[src/rtl/alu_pkg.sv]
// alu_pkg: op encodings, FSM states and flag layout shared by the ALU decoder and execute stage
package alu_pkg;
  localparam int DEF_WIDTH = 16;
  localparam int DEF_SHW = 4;
  localparam logic [6:0] OP_ADD = 7'b0000001;
  localparam logic [6:0] OP_SUB = 7'b0000010;
  localparam logic [6:0] OP_AND = 7'b0000100;
  localparam logic [6:0] OP_OR  = 7'b0001000;
  localparam logic [6:0] OP_NOT = 7'b0010000;
  localparam logic [6:0] OP_SHR = 7'b0100000;
  localparam logic [6:0] OP_SHL = 7'b1000000;
  localparam int FC = 2;
  localparam int FN = 1;
  localparam int FZ = 0;
  typedef enum logic [1:0] {
    IDLE  = 2'b00,
    SHIFT = 2'b01,
    DONE  = 2'b10
  } state_t;
  function automatic logic [2:0] mk_flags(input logic c, input logic n, input logic z);
    logic [2:0] f;
    f = '0;
    f[FC] = c;
    f[FN] = n;
    f[FZ] = z;
    return f;
  endfunction
endpackage

[src/rtl/alu_op_sequencer_if.sv]
// alu_op_sequencer_if: request and writeback handshake bundle for the execute-stage sequencer
interface alu_op_sequencer_if #(
  parameter int WIDTH = 16,
  parameter int SHW = 4
);
  logic in_valid;
  logic in_ready;
  logic [6:0] op;
  logic [WIDTH-1:0] a;
  logic [WIDTH-1:0] b;
  logic [SHW-1:0] shamt;
  logic out_valid;
  logic out_ready;
  logic [WIDTH-1:0] result;
  logic [2:0] flags;
  logic err;
  logic busy;
  modport master (
    output in_valid, op, a, b, shamt, out_ready,
    input  in_ready, out_valid, result, flags, err, busy
  );
  modport slave (
    input  in_valid, op, a, b, shamt, out_ready,
    output in_ready, out_valid, result, flags, err, busy
  );
endinterface

[src/rtl/alu_comb.sv]
// alu_comb: single-cycle ADD/SUB/AND/OR/NOT with carry (ADD) or borrow (SUB) out
module alu_comb
  import alu_pkg::*;
#(
  parameter int WIDTH = DEF_WIDTH
) (
  input  logic [6:0]       op,
  input  logic [WIDTH-1:0] a,
  input  logic [WIDTH-1:0] b,
  output logic [WIDTH-1:0] y,
  output logic             c
);
  logic [WIDTH:0] sum;
  logic [WIDTH:0] dif;
  assign sum = {1'b0, a} + {1'b0, b};
  // top bit of the widened difference is the unsigned borrow
  assign dif = {1'b0, a} - {1'b0, b};
  always_comb begin
    y = op == OP_ADD ? sum[WIDTH-1:0] :
        op == OP_SUB ? dif[WIDTH-1:0] :
        op == OP_AND ? a & b :
        op == OP_OR  ? a | b :
        op == OP_NOT ? ~a : '0;
    c = op == OP_ADD ? sum[WIDTH] :
        op == OP_SUB ? dif[WIDTH] : 1'b0;
  end
endmodule

[src/rtl/alu_op_sequencer.sv]
// alu_op_sequencer: execute-stage controller issuing single-cycle ALU ops and bit-serial shifts
module alu_op_sequencer
  import alu_pkg::*;
#(
  parameter int WIDTH = DEF_WIDTH,
  parameter int SHW = DEF_SHW
) (
  input logic clk,
  input logic rst,
  alu_op_sequencer_if.slave bus
);
  state_t state_q, state_d;
  logic [WIDTH-1:0] acc_q, res_q, alu_y, acc_nx;
  logic [SHW-1:0] cnt_q;
  logic [2:0] flg_q;
  logic shl_q, err_q, alu_c, sh_out, accept, legal, is_shift, long_shift, last_shift, valid_st;
  assign valid_st = state_q inside {IDLE, SHIFT, DONE};
  assign accept = bus.in_valid && state_q == IDLE;
  assign legal = $onehot(bus.op);
  assign is_shift = bus.op == OP_SHL || bus.op == OP_SHR;
  assign long_shift = is_shift && bus.shamt != '0;
  assign last_shift = cnt_q == SHW'(1);
  assign acc_nx = shl_q ? {acc_q[WIDTH-2:0], 1'b0} : {1'b0, acc_q[WIDTH-1:1]};
  assign sh_out = shl_q ? acc_q[WIDTH-1] : acc_q[0];
  alu_comb #(.WIDTH(WIDTH)) u_alu (
    .op(bus.op),
    .a (bus.a),
    .b (bus.b),
    .y (alu_y),
    .c (alu_c)
  );
  always_comb begin
    state_d = IDLE;
    case (state_q)
      IDLE:    state_d = !accept ? IDLE : (legal && long_shift) ? SHIFT : DONE;
      SHIFT:   state_d = last_shift ? DONE : SHIFT;
      DONE:    state_d = bus.out_ready ? IDLE : DONE;
      default: state_d = IDLE;
    endcase
  end
  always_ff @(posedge clk or negedge rst) begin
    if (!rst) state_q <= IDLE;
    else state_q <= state_d;
  end
  always_ff @(posedge clk or negedge rst) begin
    if (!rst) begin
      acc_q <= '0;
      cnt_q <= '0;
      shl_q <= 1'b0;
      res_q <= '0;
      flg_q <= '0;
      err_q <= 1'b0;
    end else if (!valid_st) begin
      acc_q <= '0;
      cnt_q <= '0;
      shl_q <= 1'b0;
      res_q <= '0;
      flg_q <= '0;
      err_q <= 1'b0;
    end else if (accept) begin
      err_q <= !legal;
      if (!legal) begin
        res_q <= '0;
        flg_q <= '0;
      end else if (long_shift) begin
        acc_q <= bus.a;
        cnt_q <= bus.shamt;
        shl_q <= bus.op == OP_SHL;
      end else if (is_shift) begin
        res_q <= bus.a;
        flg_q <= mk_flags(1'b0, bus.a[WIDTH-1], bus.a == '0);
      end else begin
        res_q <= alu_y;
        flg_q <= mk_flags(alu_c, alu_y[WIDTH-1], alu_y == '0);
      end
    end else if (state_q == SHIFT) begin
      acc_q <= acc_nx;
      cnt_q <= cnt_q - SHW'(1);
      // final shift edge writes the result directly so DONE follows with no extra cycle
      if (last_shift) begin
        res_q <= acc_nx;
        flg_q <= mk_flags(sh_out, acc_nx[WIDTH-1], acc_nx == '0);
      end
    end
  end
  assign bus.in_ready = state_q == IDLE;
  assign bus.out_valid = state_q == DONE;
  assign bus.busy = state_q == SHIFT || state_q == DONE;
  assign bus.result = valid_st ? res_q : '0;
  assign bus.flags = valid_st ? flg_q : '0;
  assign bus.err = valid_st && err_q;
endmodule

[src/flat_wrapper.sv]
// flat-port wrapper written by rule: the top's interface ports become plain ports
module alu_op_sequencer_flat import alu_pkg::*;
#(
  parameter int WIDTH = DEF_WIDTH,
  parameter int SHW = DEF_SHW
)
  (clk, rst, bus_in_valid, bus_op, bus_a, bus_b, bus_shamt, bus_out_ready, bus_in_ready, bus_out_valid, bus_result, bus_flags, bus_err, bus_busy);
  alu_op_sequencer_if #(.WIDTH(WIDTH), .SHW(SHW)) bus_i ();
  input logic clk;
  input logic rst;
  input wire logic [$bits(bus_i.in_valid)-1:0] bus_in_valid;
  input wire logic [$bits(bus_i.op)-1:0] bus_op;
  input wire logic [$bits(bus_i.a)-1:0] bus_a;
  input wire logic [$bits(bus_i.b)-1:0] bus_b;
  input wire logic [$bits(bus_i.shamt)-1:0] bus_shamt;
  input wire logic [$bits(bus_i.out_ready)-1:0] bus_out_ready;
  output wire logic [$bits(bus_i.in_ready)-1:0] bus_in_ready;
  output wire logic [$bits(bus_i.out_valid)-1:0] bus_out_valid;
  output wire logic [$bits(bus_i.result)-1:0] bus_result;
  output wire logic [$bits(bus_i.flags)-1:0] bus_flags;
  output wire logic [$bits(bus_i.err)-1:0] bus_err;
  output wire logic [$bits(bus_i.busy)-1:0] bus_busy;
  assign bus_i.in_valid = bus_in_valid;
  assign bus_i.op = bus_op;
  assign bus_i.a = bus_a;
  assign bus_i.b = bus_b;
  assign bus_i.shamt = bus_shamt;
  assign bus_i.out_ready = bus_out_ready;
  assign bus_in_ready = bus_i.in_ready;
  assign bus_out_valid = bus_i.out_valid;
  assign bus_result = bus_i.result;
  assign bus_flags = bus_i.flags;
  assign bus_err = bus_i.err;
  assign bus_busy = bus_i.busy;
  alu_op_sequencer #(.WIDTH(WIDTH), .SHW(SHW)) u_core (.clk(clk), .rst(rst), .bus(bus_i));
endmodule
[config.mk]
export PLATFORM = sky130hd
export DESIGN_NAME = alu_op_sequencer_flat
export DESIGN_NICKNAME = d
export VERILOG_FILES = /design/src/rtl/alu_pkg.sv /design/src/rtl/alu_op_sequencer_if.sv /design/src/rtl/alu_comb.sv /design/src/rtl/alu_op_sequencer.sv /design/src/flat_wrapper.sv
export SDC_FILE = /design/constraint.sdc
export NUM_CORES = 1
export LEC_CHECK = 0
export ABC_AREA = 1
export CAP_MARGIN = 10
export CORE_MARGIN = 2
export CORE_UTILIZATION = 39
export DETAILED_ROUTE_END_ITERATION = 10
export DONT_BUFFER_PORTS = 1
export PLACE_DENSITY = 0.54
export SLEW_MARGIN = 40
export SYNTH_ARGS = -nofsm -noshare
export SYNTH_HDL_FRONTEND = slang
export SYNTH_SLANG_ARGS = --single-unit
[constraint.sdc]
create_clock -name clk -period 2.45 [get_ports clk]
set_input_delay 0.245 -clock clk [delete_from_list [all_inputs] [get_ports clk]]
set_output_delay 0.245 -clock clk [all_outputs]
set_load 0.03 [all_outputs]
==> impl_metrics.py, run 1 <==
metrics = {
    "final_layout": {
        "finalNetCount": 1101,
        "area_growth_pct": 17.9,
        "drive_gt1_share_pct": 16.5,
        "finish.utilization_pct": 46.4,
        "antenna_cells": 0,
        "fin_area_um2": 6970,
        "post_layout_nonfiller_instances": 1171,
    },
    "detailed_routing": {
        "drt-pass1-iter-count": 5,
        "ant_nets": 0,
        "via_per_inst": 5.32,
        "wire_per_inst_um": 16.8,
        "totalWireLength_um": 19600,
        "drt_first_iter_violations": 502,
        "route.detailed.drc": 0,
        "route.vias.total": 6235,
    },
    "status": {
        "status": "complete, but fails checks",
        "failing_checks": "negative setup slack",
    },
    "timing": {
        "max-slew-margin-rel_pct": 58.1,
        "final.period_utilization_pct": 107,
        "finalSetupViolations": 39,
        "final_hold_viol_count": 0,
        "slew_violations": 0,
        "layout_min_cycle_time_ns": 2.62,
        "unrepaired_setup_endpoints_after_global_routing": "true",
        "clock.fmax_ghz": 0.382,
        "tightest_slew_ns": 0.622,
        "layout_setup_ws_ns": -0.170,
        "finClkSkew_ns": 0.00603,
    },
    "worst_setup_path": {
        "worst_path_dominant_cell_family": "adder cells",
        "timing.critical_path.arrival_ns": 2.84,
        "critPathMaxFanout": 8,
        "timing.setup.critical_path_class": "primary input to flip-flop",
        "critPathRequiredTime_ns": 2.67,
        "critPathLaunchType": "primary input",
        "critPathSlowestCell": "fa_2",
        "critical_path.endpoint_type": "flip-flop",
        "critical-path-top-cell-by-count": "inv_2",
        "worstPathCellList": "inv_12 > ha_4 > inv_2 > fa_1 > inv_1 > ha_2 > inv_2 > fa_2 > and3_4 > inv_4 > nor2_4 > clkinv_1 > buf_4 > o221ai_1 > nand2_1 > o21ai_1",
        "number_of_buffer_and_inverter_instances_along_the_worst_setup_path": 7,
        "slowest_delay_ns": 0.51,
    },
    "floorplanning": {
        "dieWidth_um": 127,
        "dieHeight_um": 127,
        "die-area_um2": 16200,
        "initial_util_pct": 39.3,
        "io_pins": 70,
        "std_cell_rows": 45,
        "area_of_the_placeable_core_um2": 15000,
    },
    "global_routing": {
        "global_route.overflow_total": 0,
        "maximum_number_of_pins_on_one_net_before_global_route_repair": 43,
        "number_of_antenna_violations_at_the_first_check_in_global_routing": 0,
        "first_global_vias": 5811,
        "grtUsageTotal_pct": 24.1,
        "global_route_wire_length_before_repair_um": 30800,
    },
    "cts": {
        "cts.clk_slew.worst_paths_ns": 0.06,
        "clk_root_buffer_cell": "clkbuf_16",
        "clock_tree_from_tritoncts": "done",
        "cts.sinks": 42,
        "ctsHtreeMaxLevel": 2,
        "insertion_delay_to_the_later_sink_of_the_worst_skew_pair_ns": 0.29,
        "total_cts_buffers": 5,
        "cts_max_path_buffers": 2,
    },
    "run": {
        "drv_cap": 0,
    },
    "yosys": {
        "synth.lib_cells_used.distinct": 49,
        "synthesis.instances": 929,
        "yosysMostFrequentCell": "nand2_1",
        "yosysWarningCount": 0,
        "post-synth-top-area-fraction_pct": 17.8,
        "synth_sequential_area_ratio_pct": 17.8,
        "syn-num-nets": 1048,
        "avgSynthCellArea_um2": 6.37,
        "flip_flop_and_latch_count_after_synthesis": 42,
        "asyncSetResetFlopFracSynth_pct": 100,
        "synth_ff_type": "dfrtp_1",
        "netlist.top_cell.by_area": "dfrtp_1",
        "netlist_area_um2": 5910,
        "yosys-top-cells-count": "nand2_1, inv_1, nand3_1, nor2_1, ha_1",
        "yosys-top-cells-area": "dfrtp_1, ha_1, nand2_1, inv_1, nand3_1",
        "synth_edf_count": 0,
    },
    "worst_hold_path": {
        "hold_class": "primary input to flip-flop",
    },
    "power_and_ir_drop": {
        "worst_ir_drop_on_vdd_uv": 394,
        "leakagePower_nw": 3.60,
        "power.density_cell_area_nw_per_um2": 556,
    },
    "placed_design": {
        "detailed_place.area_um2": 6610,
        "dpl_worst_slack_ns": -0.588,
        "dp.cells": 1157,
        "routabilityCongestion": 0.916,
        "port-buffer-count": 0,
        "hpwl_um": 15700,
    },
}
-- where the power goes --
part / total (mW) / internal (mW) / switching [mW]
clock: 0.692 / 0.404 / 0.288
sequential: 1.08 / 0.949 / 0.129
combinational: 2.11 / 0.725 / 1.38
-- sequential cells by signal (all words and copies together), names as in the netlist --
signal / flops
u_core.err_q: 1
u_core.res_q: 15
u_core.acc_q: 16
u_core.shl_q: 1
u_core.state_q: 2
u_core.flg_q: 3
u_core.cnt_q: 4
-- per-stage QoR --
| stage | TNS, ns | power, mW | hold slack (ns) |
|---|---|---|---|
| 2_1_floorplan | -14.55 | 2.54 | -0.0506 |
| 3_3_place_gp | -17.92 | 3.06 | -0.0494 |
| 3_5_place_dp | -20.11 | 3.06 | -0.0493 |
| 4_1_cts | -5.01 | 3.81 | 0.133 |
| 5_1_grt | -10.54 | 4.17 | 0.151 |
| 6_report | -4.56 | 3.88 | 0.136 |
-- worst paths after layout --
path	end	cells past startpoint	from	slack [ns]
setup / recovery	u_core.flg_q[1]	16	bus_op[0]	-0.17
min in group asynchronous	u_core.res_q[11]	2	rst	0.45
hold / removal	u_core.acc_q[7]	2	bus_a[7]	0.14
max in group asynchronous	u_core.cnt_q[2]	2	rst	1.79
setup reg to reg	u_core.acc_q[11]	11	u_core.state_q[1]	0.34
hold reg to reg	u_core.cnt_q[2]	2	u_core.cnt_q[2]	0.51
-- cells in the final DEF, fill, tap and decap left out, drive strengths merged, types with 2 or more instances in the layout --
| cell type | synthesis | layout |
|---|---|---|
| o21bai | 10 | 10 |
| nor2 | 77 | 77 |
| a22oi | 3 | 3 |
| o22ai | 11 | 11 |
| a221oi | 2 | 2 |
| dfrtp | 42 | 42 |
| ha | 67 | 67 |
| a21oi | 40 | 40 |
| nand2 | 225 | 225 |
| o211ai | 21 | 21 |
| buf | 25 | 83 |
| nor3 | 8 | 8 |
| o21ai | 87 | 87 |
| a31oi | 2 | 2 |
| clkinv | 2 | 4 |
| o2111ai | 3 | 3 |
| nand4 | 12 | 12 |
| or2 | 4 | 4 |
| o21a | 3 | 3 |
| inv | 159 | 158 |
| o221ai | 9 | 9 |
| nand3 | 77 | 77 |
| nor4 | 9 | 9 |
| clkbuf | 14 | 7 |
| xor2 | 6 | 6 |
| fa | 5 | 5 |
-- layer usage --
metal | wire [µm] | GRT usage [%] | part of all wire [%]
met1 | 9050 | 33.0 | 46
met2 | 8770 | 39.3 | 45
met3 | 1510 | 5.44 | 7.7
met4 | 298 | 4.78 | 1.5
met5 | 0 | 0 | 0
-- area by class of cell --
class / instances / area, µm²
Multi-Input combinational cell: 687 / 4150
Clock inverter: 2 / 12.5
Tap cell: 188 / 235
Inverter: 161 / 647
Timing Repair Buffer: 85 / 734
Clock buffer: 6 / 139
Fill cell: 1610 / 8060
Sequential cell: 42 / 1050
-- cells by family (layout without fill, tap and decap cells) --
kind of cell	Yosys count	in the layout	synth area share [%]
compound gates	194	194	20.0
simple gates	414	414	30.9
fa+ha+maj	72	72	15.9
buf+inv	200	254	14.3
flops	42	42	17.8
xor+xnor	7	7	1.04
-- what timing repair did --
action	4_1_cts	5_1_grt
hold endpoints to repair	42	0
setup buffers	1	1
pin swaps	2	2
setup endpoints to repair	39	41
hold buffers	2	0
resized for setup	10	16
cloned	1	1
(Power assumes the default switching activity.)
==> inputs of run 2 (changes only) <==
--- a/config.mk
+++ b/config.mk
@@ -7,12 +7,12 @@
 export LEC_CHECK = 0
 export ABC_AREA = 1
 export CAP_MARGIN = 10
+export CORE_ASPECT_RATIO = 0.8
 export CORE_MARGIN = 2
 export CORE_UTILIZATION = 39
 export DETAILED_ROUTE_END_ITERATION = 10
 export DONT_BUFFER_PORTS = 1
 export PLACE_DENSITY = 0.54
-export SLEW_MARGIN = 40
 export SYNTH_ARGS = -nofsm -noshare
 export SYNTH_HDL_FRONTEND = slang
 export SYNTH_SLANG_ARGS = --single-unit
==> run 2 against run 1 <==
The flow still finishes with violations (negative setup slack). Global-route usage increased by 0.73 points. Combinational power increased by 2%. Largest cell class unchanged. Critical path type unchanged. Count of clock-buffer cells in the layout unchanged.
==> impl_metrics.py, run 2 (synthesis gave the netlist of run 1 again) <==
metrics = {
    "detailed_routing": {
        "route.detailed.drc": 0,
        "drt_first_iter_violations": 476,
        "totalWireLength_um": 19900,
        "via_per_inst": 5.29,
        "ant_nets": 0,
        "drt-pass1-iter-count": 5,
        "wire_per_inst_um": 16.9,
        "route.vias.total": 6212,
    },
    "placed_design": {
        "dp.cells": 1162,
        "detailed_place.area_um2": 6660,
        "routabilityCongestion": 0.866,
        "hpwl_um": 15900,
        "port-buffer-count": 0,
    },
    "worst_setup_path": {
        "critical_path.endpoint_type": "flip-flop",
        "critPathMaxFanout": 8,
        "critPathRequiredTime_ns": 2.63,
        "timing.critical_path.arrival_ns": 2.77,
        "timing.setup.critical_path_class": "primary input to flip-flop",
        "ff2ff_path_depth": 4,
        "critPathLaunchType": "primary input",
    },
    "timing": {
        "whs_ns": 0.137,
        "layout_setup_ws_ns": -0.134,
        "unrepaired_setup_endpoints_after_global_routing": "true",
        "clock.fmax_ghz": 0.387,
        "final_hold_viol_count": 0,
        "finClkSkew_ns": 0.00878,
        "setup_tns_ns": -3.29,
        "layout_min_cycle_time_ns": 2.58,
        "max-slew-margin-rel_pct": 40.8,
        "tightest_slew_ns": 0.888,
        "final.period_utilization_pct": 105,
        "finalSetupViolations": 38,
        "slew_violations": 0,
    },
    "power_and_ir_drop": {
        "leakagePower_nw": 3.64,
        "worst_ir_drop_on_vdd_uv": 357,
        "internal_power_mw": 2.16,
        "power.switching_fraction_pct": 46.0,
        "power_mw": 4.00,
        "power_frac_seq_pct": 26.7,
        "clock_power_share_pct": 19.3,
        "power_share_of_the_combinational_group_pct": 54.0,
        "switching_power_mw": 1.84,
        "power.density_cell_area_nw_per_um2": 564,
    },
    "final_layout": {
        "antenna_cells": 0,
        "post_layout_nonfiller_instances": 1175,
        "finalNetCount": 1104,
        "largest_register_ffs": 16,
        "fin_area_um2": 7090,
        "largest_registers_in_the_final_layout": "u_core.acc_q (16), u_core.res_q (15), u_core.cnt_q (4)",
        "largest-register": "u_core.acc_q",
        "area_growth_pct": 19.9,
        "mostFrequentLayoutCell": "nand2_1",
        "mostFrequentLayoutCells": "nand2_1, inv_1, buf_4",
        "drive_gt1_share_pct": 17.7,
    },
    "global_routing": {
        "first_global_vias": 5953,
        "number_of_antenna_violations_at_the_first_check_in_global_routing": 0,
        "grtUsageTotal_pct": 24.8,
        "global_route.overflow_total": 0,
        "global_route_wire_length_before_repair_um": 31700,
        "maximum_number_of_pins_on_one_net_before_global_route_repair": 43,
    },
    "cts": {
        "insertion_delay_to_the_later_sink_of_the_worst_skew_pair_ns": 0.29,
        "total_cts_buffers": 5,
        "cts.sinks": 42,
        "cts.clk_slew.worst_paths_ns": 0.07,
        "clock_tree_from_tritoncts": "done",
        "postCtsSetupRepairBufs": 0,
        "cts_max_path_buffers": 2,
        "clk_root_buffer_cell": "clkbuf_16",
        "ctsHtreeMaxLevel": 2,
    },
    "floorplanning": {
        "dieWidth_um": 142,
        "initial_util_pct": 39.6,
        "io_pins": 70,
        "area_of_the_placeable_core_um2": 14900,
        "dieHeight_um": 114,
        "die-area_um2": 16200,
        "std_cell_rows": 40,
    },
    "status": {
        "failing_checks": "negative setup slack",
        "status": "complete, but fails checks",
    },
    "worst_hold_path": {
        "whs_path_depth": 2,
        "hold_class": "primary input to flip-flop",
    },
    "run": {
        "drv_cap": 0,
    },
}
## run 2: cell types whose count changed in the layout (fill, tap and decap cells not counted), sizes merged
cell / previous run / this run
buf: 83 / 86
bufinv: 0 / 1
inv: 158 / 159
clkinv: 4 / 2
## run 2: through the flow
step | setup slack [ns] | util, %
after CTS | -0.122 | 47.1
after global placement | -0.509 | 44.6
after detailed placement | -0.550 | 44.6
final | -0.134 | 47.6
after global routing | -0.279 | 47.6
after floorplan | -0.434 | -
## run 2: final timing paths
| kind | start | to | slack [ns] |
|---|---|---|---|
| max in group asynchronous | rst | u_core.acc_q[9] | 1.79 |
| max reg2reg | u_core.shl_q | u_core.flg_q[0] | 0.29 |
| min reg2reg | u_core.cnt_q[2] | u_core.cnt_q[2] | 0.51 |
| max | bus_op[0] | u_core.res_q[13] | -0.13 |
| min in group asynchronous | rst | u_core.res_q[12] | 0.44 |
| min | bus_shamt[2] | u_core.cnt_q[2] | 0.14 |
## run 2: cell type report
type / count / area [µm²]
fillers: 1608 / 7820
multi-input cells: 687 / 4210
flip-flops and latches: 42 / 1050
repair buffers: 88 / 777
inverters: 161 / 649
well taps: 189 / 236
clock buffers: 6 / 129
clock inverters: 2 / 37.5
## run 2: power by group through the flow
stage | sequential (mW) | clock, mW | combinational [mW]
2_1_floorplan | 1.04 | 0 | 1.49
5_1_grt | 1.09 | 0.807 | 2.40
6_report | 1.07 | 0.772 | 2.16
3_3_place_gp | 1.07 | 0 | 1.99
3_5_place_dp | 1.07 | 0 | 1.98
4_1_cts | 1.06 | 0.782 | 2.11
## run 2: critical path: stages
cell and delay [ns]:
inv_12 0.01, ha_4 0.24, inv_2 0.03, fa_1 0.43, inv_1 0.06, ha_2 0.16, inv_2 0.03, fa_2 0.32
o21a_1 0.18, and3_4 0.17, inv_4 0.07, nor2_4 0.04, inv_2 0.08, buf_4 0.16, buf_6 0.16, o21ai_0 0.09
o211ai_1 0.18, o21ai_1 0.08
## run 2: routing by layer
layer	up-vias	routed length (µm)	track usage, %
met5	-	0	0
met3	29	1360	4.35
met2	194	8380	38.0
li1	3146	-	-
met4	0	342	4.80
met1	2843	9830	36.8
## run 2: timing repair
item / 4_1_cts / 5_1_grt
gates resized for setup: 33 / 8
endpoints found under the setup margin: 38 / 39
hold endpoints to repair: 42 / 0
cloned: 2 / 1
pin swaps: 4 / 2
hold buffers: 2 / 0
